File: src/rtl/i2s_pkg.sv
// -----------------------------------------------------------------------------
// i2s_pkg
// Shared definitions for the I2S link blocks (capture and play).
//   I2S_WORD_W   : default bits per channel word.
//   cap_state_e  : capture alignment state (ALIGN, LEFT, RIGHT).
// -----------------------------------------------------------------------------
package i2s_pkg;

  localparam int I2S_WORD_W = 16;

  typedef enum logic [1:0] {
    ALIGN = 2'd0,
    LEFT  = 2'd1,
    RIGHT = 2'd2
  } cap_state_e;

endpackage

File: src/rtl/i2s_capture_if.sv
// -----------------------------------------------------------------------------
// i2s_capture_if
// Output bus of the I2S capture block.
//   left_data/right_data : captured pair
//   valid/ready          : pair handshake
//   overrun              : sticky drop flag
//   state                : capture state, debug visibility only
// Handshake: the pair is transferred on a cycle where valid && ready. Once
// valid is high, left_data/right_data hold steady until that transfer; a new
// pair may be loaded in the transfer cycle itself, keeping valid high.
// master = capture block, slave = consumer.
// -----------------------------------------------------------------------------
interface i2s_capture_if
  import i2s_pkg::*;
#(
  parameter int WORD_W = I2S_WORD_W
) ();

  logic [WORD_W-1:0] left_data;
  logic [WORD_W-1:0] right_data;
  logic              valid;
  logic              ready;
  logic              overrun;
  cap_state_e        state;

  modport master (
    output left_data, right_data, valid, overrun, state,
    input  ready
  );

  modport slave (
    input  left_data, right_data, valid, overrun, state,
    output ready
  );

endinterface

File: src/rtl/i2s_sync.sv
// -----------------------------------------------------------------------------
// i2s_sync
// STAGES-deep synchronizer for one asynchronous bit.
//   clk, reset : system clock, synchronous active-high reset
//   d          : asynchronous input
//   q          : synchronized level (RISE_EN = 0), or a one-clk pulse on each
//                synchronized 0->1 transition (RISE_EN = 1)
// -----------------------------------------------------------------------------
module i2s_sync #(
  parameter int STAGES  = 2,
  parameter bit RISE_EN = 1'b0
) (
  input  logic clk,
  input  logic reset,
  input  logic d,
  output logic q
);

  logic [STAGES-1:0] r_sync;

  always_ff @(posedge clk) begin
    if (reset) r_sync <= '0;
    else       r_sync <= {r_sync[STAGES-2:0], d};
  end

  generate
    if (RISE_EN) begin : g_rise
      logic r_prev;
      always_ff @(posedge clk) begin
        if (reset) r_prev <= 1'b0;
        else       r_prev <= r_sync[STAGES-1];
      end
      assign q = r_sync[STAGES-1] & ~r_prev;
    end else begin : g_level
      assign q = r_sync[STAGES-1];
    end
  endgenerate

endmodule

File: src/rtl/i2s_capture.sv
// -----------------------------------------------------------------------------
// i2s_capture
// Slave-mode I2S receiver. Oversamples sclk/ws/sdi in the clk domain, aligns
// to the ws edge, deserializes MSB-first left/right words and presents each
// completed pair on a valid/ready bus.
//   clk, reset     : system clock, synchronous active-high reset
//   sclk, ws, sdi  : external I2S link (asynchronous)
//   cap            : i2s_capture_if master (pair, valid/ready, overrun, state)
// Optional (macro I2S_CAPTURE_FRAME_ERR_EN):
//   frame_err      : one-clk pulse per short-word discard
//   err_cnt        : saturating count of short-word discards
// -----------------------------------------------------------------------------
module i2s_capture
  import i2s_pkg::*;
#(
  parameter int WORD_W      = I2S_WORD_W,
  parameter int SYNC_STAGES = 2
) (
  input  logic clk,
  input  logic reset,
  input  logic sclk,
  input  logic ws,
  input  logic sdi,
  i2s_capture_if.master cap
`ifdef I2S_CAPTURE_FRAME_ERR_EN
  ,
  output logic       frame_err,
  output logic [7:0] err_cnt
`endif
);

  localparam int              CNT_W    = $clog2(WORD_W + 1);
  localparam logic [CNT_W-1:0] CNT_LAST = CNT_W'(WORD_W - 1);

  logic w_rise, w_ws_s, w_sdi_s;

  i2s_sync #(.STAGES(SYNC_STAGES), .RISE_EN(1'b1)) u_sync_sclk (
    .clk(clk), .reset(reset), .d(sclk), .q(w_rise));
  i2s_sync #(.STAGES(SYNC_STAGES), .RISE_EN(1'b0)) u_sync_ws (
    .clk(clk), .reset(reset), .d(ws), .q(w_ws_s));
  i2s_sync #(.STAGES(SYNC_STAGES), .RISE_EN(1'b0)) u_sync_sdi (
    .clk(clk), .reset(reset), .d(sdi), .q(w_sdi_s));

  cap_state_e        r_state, w_state_nxt;
  logic              r_ws_prev;
  logic [WORD_W-1:0] r_shift, r_left_hold, r_right_hold;
  logic [CNT_W-1:0]  r_bit_cnt;
  logic              r_left_good, r_pair_pend;
  logic [WORD_W-1:0] r_left_data, r_right_data;
  logic              r_valid, r_overrun;
  logic              w_in_slot, w_is_left;

  logic              w_edge, w_can_shift, w_word_done, w_short;
  logic [WORD_W-1:0] w_shift_in;
  logic [CNT_W-1:0]  w_cnt_inc;

  // FSM: state register
  always_ff @(posedge clk) begin
    if (reset) r_state <= ALIGN;
    else       r_state <= w_state_nxt;
  end

  // FSM: next state. Every ws edge re-aligns to the slot named by ws,
  // whatever state we are in.
  always_comb begin
    w_state_nxt = r_state;
    if (w_rise && w_edge) w_state_nxt = w_ws_s ? RIGHT : LEFT;
  end

  // FSM: outputs
  always_comb begin
    w_in_slot = 1'b0;
    w_is_left = 1'b0;
    case (r_state)
      LEFT:    begin w_in_slot = 1'b1; w_is_left = 1'b1; end
      RIGHT:   w_in_slot = 1'b1;
      default: ;
    endcase
  end

  assign w_edge      = (w_ws_s != r_ws_prev);
  assign w_shift_in  = {r_shift[WORD_W-2:0], w_sdi_s};
  assign w_cnt_inc   = r_bit_cnt + CNT_W'(1);
  // The edge bit still belongs to the old slot, so it shifts like any other.
  assign w_can_shift = w_in_slot && (r_bit_cnt <= CNT_LAST);
  assign w_word_done = w_rise && w_can_shift && (r_bit_cnt == CNT_LAST);
  // Slot closes with fewer than WORD_W bits even after the edge bit.
  assign w_short     = w_rise && w_edge && w_in_slot && (r_bit_cnt < CNT_LAST);

  // Deserializer and pair assembly, advanced only on sclk rise cycles.
  always_ff @(posedge clk) begin
    if (reset) begin
      r_ws_prev    <= 1'b0;
      r_shift      <= '0;
      r_bit_cnt    <= '0;
      r_left_hold  <= '0;
      r_right_hold <= '0;
      r_left_good  <= 1'b0;
      r_pair_pend  <= 1'b0;
    end else begin
      r_pair_pend <= 1'b0;
      if (w_rise) begin
        r_ws_prev <= w_ws_s;
        if (w_word_done) begin
          if (w_is_left) begin
            r_left_hold <= w_shift_in;
            r_left_good <= 1'b1;
          end else begin
            // A right word without a good left word is dropped silently.
            r_right_hold <= w_shift_in;
            r_pair_pend  <= r_left_good;
            r_left_good  <= 1'b0;
          end
        end
        if (w_edge) begin
          r_shift   <= '0;
          r_bit_cnt <= '0;
          // Short word abandons the pair; a new left slot starts a fresh pair.
          if (w_short || !w_in_slot || !w_ws_s) r_left_good <= 1'b0;
        end else if (w_can_shift) begin
          r_shift   <= w_shift_in;
          r_bit_cnt <= w_cnt_inc;
        end
      end
    end
  end

  // Output register: pair is loaded one clk after the right word completes.
  always_ff @(posedge clk) begin
    if (reset) begin
      r_left_data  <= '0;
      r_right_data <= '0;
      r_valid      <= 1'b0;
      r_overrun    <= 1'b0;
    end else if (r_pair_pend) begin
      if (!r_valid || cap.ready) begin
        r_left_data  <= r_left_hold;
        r_right_data <= r_right_hold;
        r_valid      <= 1'b1;
      end else begin
        r_overrun <= 1'b1;
      end
    end else if (r_valid && cap.ready) begin
      r_valid <= 1'b0;
    end
  end

  assign cap.left_data  = r_left_data;
  assign cap.right_data = r_right_data;
  assign cap.valid      = r_valid;
  assign cap.overrun    = r_overrun;
  assign cap.state      = r_state;

`ifdef I2S_CAPTURE_FRAME_ERR_EN
  logic       r_frame_err;
  logic [7:0] r_err_cnt;

  always_ff @(posedge clk) begin
    if (reset) begin
      r_frame_err <= 1'b0;
      r_err_cnt   <= '0;
    end else begin
      r_frame_err <= w_short;
      if (w_short && (r_err_cnt != 8'hFF)) r_err_cnt <= r_err_cnt + 8'd1;
    end
  end

  assign frame_err = r_frame_err;
  assign err_cnt   = r_err_cnt;
`endif

endmodule

File: src/flat_wrapper.sv
// flat-port wrapper written by rule: the top's interface ports become plain ports
module i2s_capture_flat import i2s_pkg::*;
#(
  parameter int WORD_W      = I2S_WORD_W,
  parameter int SYNC_STAGES = 2
)
  (clk, reset, sclk, ws, sdi, cap_left_data, cap_right_data, cap_valid, cap_overrun, cap_state, cap_ready);
  i2s_capture_if #(.WORD_W(WORD_W)) cap_i ();
  input  logic clk;
  input  logic reset;
  input  logic sclk;
  input  logic ws;
  input  logic sdi;
  output wire logic [$bits(cap_i.left_data)-1:0] cap_left_data;
  output wire logic [$bits(cap_i.right_data)-1:0] cap_right_data;
  output wire logic [$bits(cap_i.valid)-1:0] cap_valid;
  output wire logic [$bits(cap_i.overrun)-1:0] cap_overrun;
  output wire logic [$bits(cap_i.state)-1:0] cap_state;
  input wire logic [$bits(cap_i.ready)-1:0] cap_ready;
  assign cap_left_data = cap_i.left_data;
  assign cap_right_data = cap_i.right_data;
  assign cap_valid = cap_i.valid;
  assign cap_overrun = cap_i.overrun;
  assign cap_state = cap_i.state;
  assign cap_i.ready = cap_ready;
  i2s_capture #(.WORD_W(WORD_W), .SYNC_STAGES(SYNC_STAGES)) u_core (.clk(clk), .reset(reset), .sclk(sclk), .ws(ws), .sdi(sdi), .cap(cap_i));
endmodule
File: config.mk
export PLATFORM = sky130hd
export DESIGN_NAME = i2s_capture_flat
export DESIGN_NICKNAME = d
export VERILOG_FILES = /design/src/rtl/i2s_pkg.sv /design/src/rtl/i2s_capture_if.sv /design/src/rtl/i2s_sync.sv /design/src/rtl/i2s_capture.sv /design/src/flat_wrapper.sv
export SDC_FILE = /design/constraint.sdc
export NUM_CORES = 1
export LEC_CHECK = 0
export ABC_CLOCK_PERIOD_IN_PS = 5300
export CAP_MARGIN = 20
export CORE_ASPECT_RATIO = 2
export CORE_MARGIN = 2
export CORE_UTILIZATION = 50
export CTS_BUF_LIST = sky130_fd_sc_hd__clkbuf_8
export DETAILED_ROUTE_END_ITERATION = 16
export GPL_ROUTABILITY_DRIVEN = 1
export PLACE_DENSITY = 0.85
export SYNTH_ARGS = -nofsm -noshare
export SYNTH_HDL_FRONTEND = slang
export SYNTH_HIERARCHICAL = 1
export SYNTH_SLANG_ARGS = --single-unit
File: constraint.sdc
create_clock -name clk -period 5.3 [get_ports clk]
set_input_delay 1.06 -clock clk [delete_from_list [all_inputs] [get_ports clk]]
set_output_delay 1.06 -clock clk [all_outputs]
set_load 0.05 [all_outputs]
Yosys cells after proc, flatten, opt, wreduce, memory -nomap -nowiden
Cells that the tools add are included.

Register bits after elaboration: 98. Input bits: 6. Output and inout port bits: 36. Logic and storage cells: 67.

Add/sub/neg operators: 1. $lt $le $gt $ge: 2. Eq/ne operators: 5. Multiplexer cells: 14. Bitwise logic cells: 6. Reductions and logical operators: 23.

Operators with widths (number): 2-to-1 mux 15 bit (2); 2-to-1 mux 5 bit (2); 2-to-1 mux 1 bit (9); AND reduction 2 bit (4); logical AND 1 bit (7); AND reduction 3 bit (2); adder 5 x 1 -> 5 bit (second input constant) (1); equality test 5 x 4 -> 1 bit (second input constant) (1); <= comparator 5 x 4 -> 1 bit (second input constant) (1); less-than comparator 5 x 4 -> 1 bit (second input constant) (1); inverter 1 bit (5); nonzero test 2 bit (2); OR reduction 4 bit (1); zero test 1 bit (3); logical OR 1 bit (3); equality test 2 x 1 -> 1 bit (second input constant) (1); equality test 2 bit (second input constant) (1); 2-to-1 mux 2 bit (1); != test 2 bit (second input constant) (1); OR reduction 2 bit (1); AND 1 bit (1); != test 1 bit (1).

Longest topological paths before layout
Gate-level depths: netlist (run 1).

Depth in word-level cells: 9. Depth in mapped cells: 9. Mapped depth without buffers: 7.

By module
The synthesis (run 1) kept the hierarchy.

By module, submodules not included: i2s_capture (times used 1, cells each 383, area an instance 3363.2 µm², sequential area each 1821.7 µm²); i2s_sync (u_core.u_sync_sdi ...) (times used 2, cells each 4, area an instance 52.6 µm², sequential area each 40.0 µm²); i2s_sync (u_core.u_sync_sclk) (times used 1, cells each 7, area an instance 87.6 µm², sequential area each 60.1 µm²).

Worst setup path before layout (run 1)
No wires, ideal clock.

Path type: register -> register. Start: reg u_core.r_state[1] (netlist: u_core/cap.state[1]). End: reg u_core.r_right_hold[10]. Library setup time: 132 ps. Arrival: 1884 ps. Required time: 5168 ps. Slack: 3284 ps. Cell stages (with the launch flop): 9. Buffers on the path: 2. Period minus slack after synthesis: 2016 ps. Cell sequence: dfxtp_1 -> inv_1 -> ha_1 -> nand3b_1 -> or2_1 -> buf_2 -> buf_6 -> nand2_1 -> a21oi_1.

Cells in the longest elaborated chain, start to end: 7. Elaborated cells between the ends (all ways): 10. Classes of those cells: eq/ne: 2; mux: 2; bitwise: 1; reduce/logical: 5.

Ends and longest elaborated chain: from (decl) (RTL line i2s_capture.sv:44) `cap_state_e r_state, w_state_nxt;`; from (signal assigned) (RTL line i2s_capture.sv:60) `else r_state <= w_state_nxt;`; equality test 2 bit / equality test 2 x 1 -> 1 bit (equally long branches) (RTL line i2s_capture.sv:74) `case (r_state)`; OR reduction 2 bit (no line); 2-to-1 mux 1 bit (RTL line i2s_capture.sv:74); logical AND 1 bit (RTL line i2s_capture.sv:85) `assign w_can_shift = w_in_slot && (r_bit_cnt <= CNT_LAST);`; logical AND 1 bit (2 in series) (RTL line i2s_capture.sv:86) `assign w_word_done = w_rise && w_can_shift && (r_bit_cnt == CNT_LAST);`; AND reduction 3 bit (no line) (*); to (signal assigned) (RTL line i2s_capture.sv:110) `r_right_hold <= w_shift_in;`; to (decl) (RTL line i2s_capture.sv:46) `logic [WORD_W-1:0] r_shift, r_left_hold, r_right_hold;`.

Every way passes the cells marked *; elsewhere a longest branch is shown, timed or not. A chain may end at the register's enable or synchronous reset.

Final worst setup path (run 1)
Start: reg u_core.r_state[0] (netlist: u_core/cap.state[0]). End: out cap_state[0].

RTL lines: to (decl) (RTL line flat_wrapper.sv:18) `output wire logic [$bits(cap_i.state)-1:0] cap_state;`.

No word-level cell between the ends.

==> qor.tcl, run 1 <==
set qor(syn-instance-count) 398
set qor(tritoncts) {yes}
set qor(hp-class) {flop to flop}
set qor(critPathKind) {flop to primary output}
set qor(finalWorstPathRequiredPeriod_ps) 2620
set qor(preCtsSetupSlack_ps) 2270
set qor(firstDrtPassIters) 4
set qor(finalInstanceArea_um2) 4130
set qor(timing.critical_path.cells) {clkdlybuf4s50_1}
set qor(crit_path_max_delay_cell_type) {sky130_fd_sc_hd__clkdlybuf4s50_1}
set qor(number_of_antenna_violations_at_the_first_check_in_global_routing) 0
set qor(tritoncts_buffer_count) 9
set qor(remaining_drc_errors) 0
set qor(buf_inv_stages_crit_path) 1
set qor(irDropWorstVdd_v) 0.000190
set qor(synth_enable_flop_cells) 0
set qor(worstSetupEndpointType) {primary output}
set qor(yosysTopAreaCell) {sky130_fd_sc_hd__dfxtp_1}
set qor(average_routed_wire_per_standard_cell_um) 13.4
set qor(power.density_nw_per_um2) 304
set qor(drt_iter0_drc) 140
set qor(total_power_mw) 1.26
set qor(layout-drive-gt1-share_pct) 8.80
set qor(skew_ps) 5.43
set qor(via_per_inst) 5.30
set qor(dpl.cell_count) 504
set qor(dp_hpwl_um) 4670
set qor(worst_ep_required_time_ps) 4240
set qor(final_min_period_over_clock_period_pct) 49.5
set qor(critPathLaunchType) {flop}
set qor(fill_cells) 654
set qor(cp_slowest_stage_delay_ps) 820
set qor(synth_area_um2) 3560
set qor(globalRoute.totalOverflow) 0
set qor(worst_pin_slew_ps) 663
set qor(ys_seq_area_share_pct) 55.2
set qor(number_of_different_library_cells_in_the_post_synthesis_netlist) 39
set qor(number_of_buffers_on_the_longest_clock_path) 2
set qor(finalCoreUtilization_pct) 60.0
set qor(compound_cell_area_share_of_the_yosys_netlist_pct) 16.7
set qor(worst_setup_hold_path_clk_slew_ps) 80
set qor(clock_insertion_delay_worst_skew_ps) 360
set qor(worst-path-max-fanout) 4
set qor(timing_max_transition_violations_final) 0
set qor(synth_area_leaders) {sky130_fd_sc_hd__dfxtp_1 (55%), sky130_fd_sc_hd__nand2_1 (14%), sky130_fd_sc_hd__a21oi_1 (9.7%), sky130_fd_sc_hd__a22o_1 (2.5%), sky130_fd_sc_hd__a22o_2 (2.0%)}
set qor(finalSetupTns_ps) 0
set qor(synth_mux_area_share_pct) 0.598
set qor(slew_headroom_pct) 55.8
set qor(async_flop_share_pct) 0
set qor(io-pin-count) 42
set qor(synth_xor_area_share_pct) 0
set qor(via_count) 2769
set qor(hold_violations) 0
set qor(largest_net_degree_at_the_start_of_global_routing) 50
set qor(final.setup.worst_slack_ps) 2680
set qor(worstPathArrival_ps) 1560
set qor(gp_congestion) 0.825
set qor(flow.area_growth_from_synthesis_pct) 16.3
set qor(report.final.setup_viol) 0
set qor(grt_first_pass_wirelength_um) 11600
set qor(layout.cells.most_common) {sky130_fd_sc_hd__nand2_1}
set qor(synth_top_family_by_area) {simple AND/OR/NAND/NOR gates}
set qor(rsz0062_at_grt) {false}
set qor(die_area_um2) 7840
set qor(post_dp_cell_area_um2) 3900
set qor(die_x_um) 63.6
set qor(drtAntennaViolNets) 0
set qor(layout_common_cells) {sky130_fd_sc_hd__nand2_1 (131), sky130_fd_sc_hd__dfxtp_1 (98), sky130_fd_sc_hd__a21oi_1 (69)}
set qor(clk_root_buffer_cell) {sky130_fd_sc_hd__clkbuf_8}
set qor(max_cap_violations) 0
set qor(hold_slack_ps) 450
set qor(fmax_mhz) 381
set qor(synth-warning-count) 6
set qor(port_buffers) 41
set qor(nets) 436
set qor(clkSinkCount) 98
set qor(ys.flop_type) {sky130_fd_sc_hd__dfxtp_1}
set qor(synth.net_count) 407
set qor(number_of_global_route_vias_before_repair) 2568
set qor(total_leakage_power_nw) 1.40
set qor(finished_layout_cells) 522
set qor(post_synth_fa_ha_maj_area_fraction_pct) 1.06
set qor(synth_area_per_cell_um2) 8.93
set qor(postRouteWirelength_um) 7000
set qor(cts.repair.resized) 0
set qor(run_status) {completed}
set qor(ctsHtreeMaxLevel) 3
set qor(synth_simple_gate_area_share_pct) 21.0
set qor(placement_row_count) 43
set qor(groute.usage.overall_pct) 19.2
set qor(top_area_cell_type_share_of_the_netlist_area_pct) 55.2
set qor(critical-path-top-delay-family) {buffers and inverters}
set qor(antenna_cells_inserted) 0
set qor(postCtsSetupBuffers) 0
set qor(cts_hold_buffers) 0
set qor(core_um2) 6890
set qor(initial_utilization_pct) 51.6
set qor(yosys_register_bits) 98
set qor(chip_height_um) 123
kinds of logic (layout without fill, tap and decap cells):
group / Yosys count / after routing
multiplexers: 2 / 2
AO/OA/AOI/OAI: 98 / 98
buffers and inverters: 29 / 63
adder cells (fa/ha/maj): 3 / 3
AND/OR/NAND/NOR: 168 / 168
flip-flops: 98 / 98
state kept, by name, indices dropped and copies added, names as in the netlist, 2 cells and up:
signal and count:
u_core/r_right_hold 16, u_core/r_left_hold 16, u_core/r_bit_cnt 5, u_core/cap.left_data 16, u_core/u_sync_sclk/r_sync 2, u_core/cap.state 2, u_core/r_shift 15, u_core/cap.right_data 16
u_core/u_sync_ws/r_sync 2, u_core/u_sync_sdi/r_sync 2
final cells by class:
class                      count  area [µm²]  share of cell area [%]
sequential                    98        1960                    47.5
multi-input combinational    271        1400                    33.9
timing repair buffer          44         443                    10.7
clock buffer                  11         151                    3.66
tap                           90         113                    2.72
clock inverter                 5        52.6                    1.27
inverter                       3        11.3                   0.272
final timing paths:
check,endpoint,cells past startpoint,from,slack [ps]
worst max-delay path,cap_state[0],1,u_core/cap.state[0]$_SDFFE_PP0N_,2680
worst min-delay path,u_core/u_sync_ws/r_sync[1]$_SDFF_PP0_,1,u_core/u_sync_ws/r_sync[0]$_SDFF_PP0_,450
worst max register to register,u_core/r_right_hold[14]$_SDFFE_PP0P_,7,u_core/r_bit_cnt[0]$_SDFFE_PP0P_,3110
worst min register to register,u_core/u_sync_ws/r_sync[1]$_SDFF_PP0_,1,u_core/u_sync_ws/r_sync[0]$_SDFF_PP0_,450
cell usage after synthesis, drive strengths merged, types with 2 or more instances:
| master | instances |
|---|---|
| a21oi | 69 |
| a22o | 17 |
| and2b | 2 |
| and3 | 2 |
| buf | 18 |
| clkbuf | 8 |
| dfxtp | 98 |
| ha | 3 |
| inv | 3 |
| nand2 | 131 |
| nand3 | 4 |
| nor2 | 7 |
| nor2b | 14 |
| nor3b | 2 |
| o21ai | 5 |
per-layer routing:
metal	vias up	global-route usage [%]	routed length (µm)
li1	1379	-	-
met1	1327	19.9	2740
met2	49	34.5	3880
met3	14	5.19	184
met4	0	10.9	191
met5	-	0	0
report_power, final:
part           internal, mW  total (mW)  switching [mW]
Clock                 0.241       0.480           0.239
Combinational        0.0118      0.0346          0.0227
Sequential            0.739       0.741         0.00230
Power figures use the tool's default switching activity.
==> run 2: changes to the inputs <==
--- a/config.mk
+++ b/config.mk
@@ -5,7 +5,7 @@
 export SDC_FILE = /design/constraint.sdc
 export NUM_CORES = 1
 export LEC_CHECK = 0
-export ABC_CLOCK_PERIOD_IN_PS = 5300
+export ABC_CLOCK_PERIOD_IN_PS = 2700
 export CAP_MARGIN = 20
 export CORE_ASPECT_RATIO = 2
 export CORE_MARGIN = 2
==> constraint.sdc (replaced) <==
create_clock -name clk -period 2.7 [get_ports clk]
set_input_delay 0.54 -clock clk [delete_from_list [all_inputs] [get_ports clk]]
set_output_delay 0.54 -clock clk [all_outputs]
set_load 0.05 [all_outputs]
==> run 2 against run 1 <==
Against the previous run:
- clock-buffer cell count fell by 2
- critical path depth rose by 6
- clock skew rose by 4.5 ps
- sequential share of layout area rose by 0.057 points
- non-clock buffer count did not move
- final cell count did not move
- flip-flop and latch count did not move
- die area did not move
- sequential power rose by 96%
- design area fell by 0.12%
- clock power rose by 94%
- routed wire length fell by 2.0%
- critical path type is now flop to flop
- critical endpoint is now u_core/r_right_hold[4]$_SDFFE_PP0P_
- largest cell class unchanged
- largest power group unchanged
- highest routed layer unchanged
==> qor.tcl, run 2 (same netlist as run 1, synthesis figures left out) <==
set qor(postRouteWirelength_um) 6860 ;# -2.0%
set qor(flow.area_growth_from_synthesis_pct) 16.1
set qor(worstSetupEndpointType) {flop}
set qor(buf_inv_stages_crit_path) 0 ;# -1
set qor(p_sw_uw) 543 ;# +110%
set qor(die_area_um2) 7840 ;# unchanged
set qor(dr_wl_met2_um) 3790 ;# -2.3%
set qor(report.final.setup_viol) 0 ;# unchanged
set qor(timing_max_transition_violations_final) 0 ;# unchanged
set qor(number_of_antenna_violations_at_the_first_check_in_global_routing) 0 ;# unchanged
set qor(number_of_buffers_on_the_longest_clock_path) 2 ;# unchanged
set qor(p_int_mw) 1.91 ;# +92%
set qor(postCtsSetupBuffers) 0 ;# unchanged
set qor(finalCoreUtilization_pct) 60.0 ;# -0.073 points
set qor(initial_utilization_pct) 51.6 ;# unchanged
set qor(chip_height_um) 123 ;# unchanged
set qor(worst-path-max-fanout) 16 ;# +12
set qor(clkSinkCount) 98 ;# unchanged
set qor(globalRoute.totalOverflow) 0 ;# unchanged
set qor(total_leakage_power_nw) 1.39 ;# -0.19%
set qor(tritoncts_buffer_count) 9 ;# unchanged
set qor(io-pin-count) 42 ;# unchanged
set qor(ff2ff_path_depth) 7 ;# unchanged
set qor(cp_slowest_stage_delay_ps) 550 ;# -270 ps
set qor(port_buffers) 41 ;# unchanged
set qor(ctsHtreeMaxLevel) 3 ;# unchanged
set qor(largest_net_degree_at_the_start_of_global_routing) 78 ;# +56%
set qor(via_count) 2708 ;# -2.2%
set qor(path_common_cell) {sky130_fd_sc_hd__ha_1}
set qor(remaining_drc_errors) 0 ;# unchanged
set qor(dp_hpwl_um) 4690 ;# +0.57%
set qor(clkPwrFrac_pct) 37.9 ;# -0.3 points
set qor(timing.critical_path.cells) {ha_1, and3_1, ha_1, nand3b_1, nor2_2, nand2_1, a21oi_1}
set qor(route.met3.wl_um) 236 ;# +28%
set qor(finished_layout_cells) 522 ;# unchanged
set qor(route.top_layer_used) {met4}
set qor(critical_path_depth_in_cells) 7 ;# +6
set qor(min_path_cells) 2 ;# +1
set qor(slew_headroom_pct) 50.6 ;# -5.3 points
set qor(final_min_period_over_clock_period_pct) 80.5
set qor(number_of_global_route_vias_before_repair) 2622 ;# +2.1%
set qor(grt_first_pass_wirelength_um) 11600 ;# -0.23%
set qor(worst_pin_slew_ps) 742 ;# +78.8 ps
set qor(final.setup.worst_slack_ps) 526 ;# -2150 ps
set qor(seq_power_share_pct) 59.3 ;# +0.3 points
set qor(fill_cells) 629 ;# -3.8%
set qor(hp-class) {input pin to flop}
set qor(finalSetupTns_ps) 0 ;# unchanged
set qor(layout-drive-gt1-share_pct) 8.80 ;# unchanged
set qor(clock_insertion_delay_worst_skew_ps) 360 ;# about the same
set qor(crit_path_max_delay_cell_type) {sky130_fd_sc_hd__nor2_2}
set qor(average_routed_wire_per_standard_cell_um) 13.1 ;# -2.0%
set qor(finalWorstPathRequiredPeriod_ps) 2170
set qor(drt_iter0_drc) 152 ;# +8.6%
set qor(cts_hold_buffers) 0 ;# unchanged
set qor(clk_root_buffer_cell) {sky130_fd_sc_hd__clkbuf_8}
set qor(die_x_um) 63.6 ;# unchanged
set qor(layout_common_cells) {sky130_fd_sc_hd__nand2_1 (131), sky130_fd_sc_hd__dfxtp_1 (98), sky130_fd_sc_hd__a21oi_1 (69)}
set qor(skew_ps) 9.96 ;# +4.53 ps
set qor(core_um2) 6890 ;# unchanged
set qor(preCtsSetupSlack_ps) 333 ;# -1940 ps
set qor(power.density_nw_per_um2) 594 ;# +96%
set qor(groute.usage.overall_pct) 18.8 ;# -0.45 points
set qor(critical-path-top-delay-family) {simple AND/OR/NAND/NOR gates}
set qor(worstPathArrival_ps) 2470 ;# +910 ps
set qor(run_status) {completed}
set qor(placement_row_count) 43 ;# unchanged
set qor(dpl.cell_count) 505 ;# +0.20%
set qor(worst_setup_hold_path_clk_slew_ps) 90 ;# about the same
set qor(nets) 436 ;# unchanged
set qor(rsz0062_at_grt) {false}
set qor(max_cap_violations) 0 ;# unchanged
set qor(via_per_inst) 5.19 ;# -2.2%
set qor(fmax_mhz) 460
set qor(worst_ep_required_time_ps) 2990 ;# -1250 ps
set qor(gp_congestion) 0.819 ;# -0.70%
set qor(critPathLaunchType) {flop}
set qor(wl_met1_um) 2680 ;# -2.2%
set qor(swShare_pct) 22.2 ;# +1.2 points
set qor(antenna_cells_inserted) 0 ;# unchanged
set qor(drtAntennaViolNets) 0 ;# unchanged
set qor(firstDrtPassIters) 4 ;# unchanged
set qor(hold_violations) 0 ;# unchanged
set qor(power.share.combinational_pct) 2.7 ;# about the same
set qor(cts.repair.resized) 0 ;# unchanged
set qor(layout.cells.most_common) {sky130_fd_sc_hd__nand2_1}
set qor(critPathKind) {flop to flop}
set qor(tritoncts) {yes}
set qor(irDropWorstVdd_v) 0.000420 ;# +120%
-- run 2: changes by cell type in the layout (fill, tap and decap cells not counted) --
cell,previous run,this run
sky130_fd_sc_hd__inv_6,0,3
sky130_fd_sc_hd__buf_12,0,1
sky130_fd_sc_hd__buf_6,0,1
sky130_fd_sc_hd__clkbuf_8,11,9
sky130_fd_sc_hd__buf_8,2,0
sky130_fd_sc_hd__clkinv_2,3,2
-- run 2: metal layers --
metal	track usage (%)	vias up
li1	-	1381
met1	19.5	1261
met2	34.7	56
met3	4.46	10
met4	9.38	0
met5	0	-
-- run 2: worst paths after layout --
kind | slack [ps] | to | from
worst max-delay path | 530 | u_core/r_right_hold[4]$_SDFFE_PP0P_ | u_core/r_bit_cnt[0]$_SDFFE_PP0P_
worst min-delay path | 420 | u_core/u_sync_sdi/r_sync[1]$_SDFF_PP0_ | reset
worst max register to register | 530 | u_core/r_right_hold[4]$_SDFFE_PP0P_ | u_core/r_bit_cnt[0]$_SDFFE_PP0P_
worst min register to register | 450 | u_core/u_sync_sclk/r_sync[1]$_SDFF_PP0_ | u_core/u_sync_sclk/r_sync[0]$_SDFF_PP0_
-- run 2: metrics by stage --
| step | area, µm² | power (mW) | hold slack (ps) |
|---|---|---|---|
| 2_1_floorplan | 3560 | 1.55 | 414 |
| 3_3_place_gp | 3920 | 1.55 | 421 |
| 3_5_place_dp | 3920 | 1.56 | 428 |
| 4_1_cts | 4120 | 2.48 | 410 |
| 5_1_grt | 4130 | 2.54 | 427 |
| 6_report | 4130 | 2.45 | 418 |
-- run 2: power groups by stage --
stage               clock (mW)  sequential (mW)  combinational, mW
finish                   0.930             1.45             0.0664
global placement             0             1.49             0.0656
CTS                      0.955             1.45             0.0665
floorplan                    0             1.49             0.0528
global route              1.01             1.46             0.0726
detailed placement           0             1.49             0.0662
-- run 2: cell type report --
type                    count  area (µm²)  share of cell area, %
multi-input cells         271        1400                   33.9
flip-flops and latches     98        1960                   47.5
clock inverters             7        73.8                   1.79
well taps                  90         113                   2.73
clock buffers               9         124                   3.00
repair buffers             44         444                   10.8
inverters                   3        11.3                  0.273
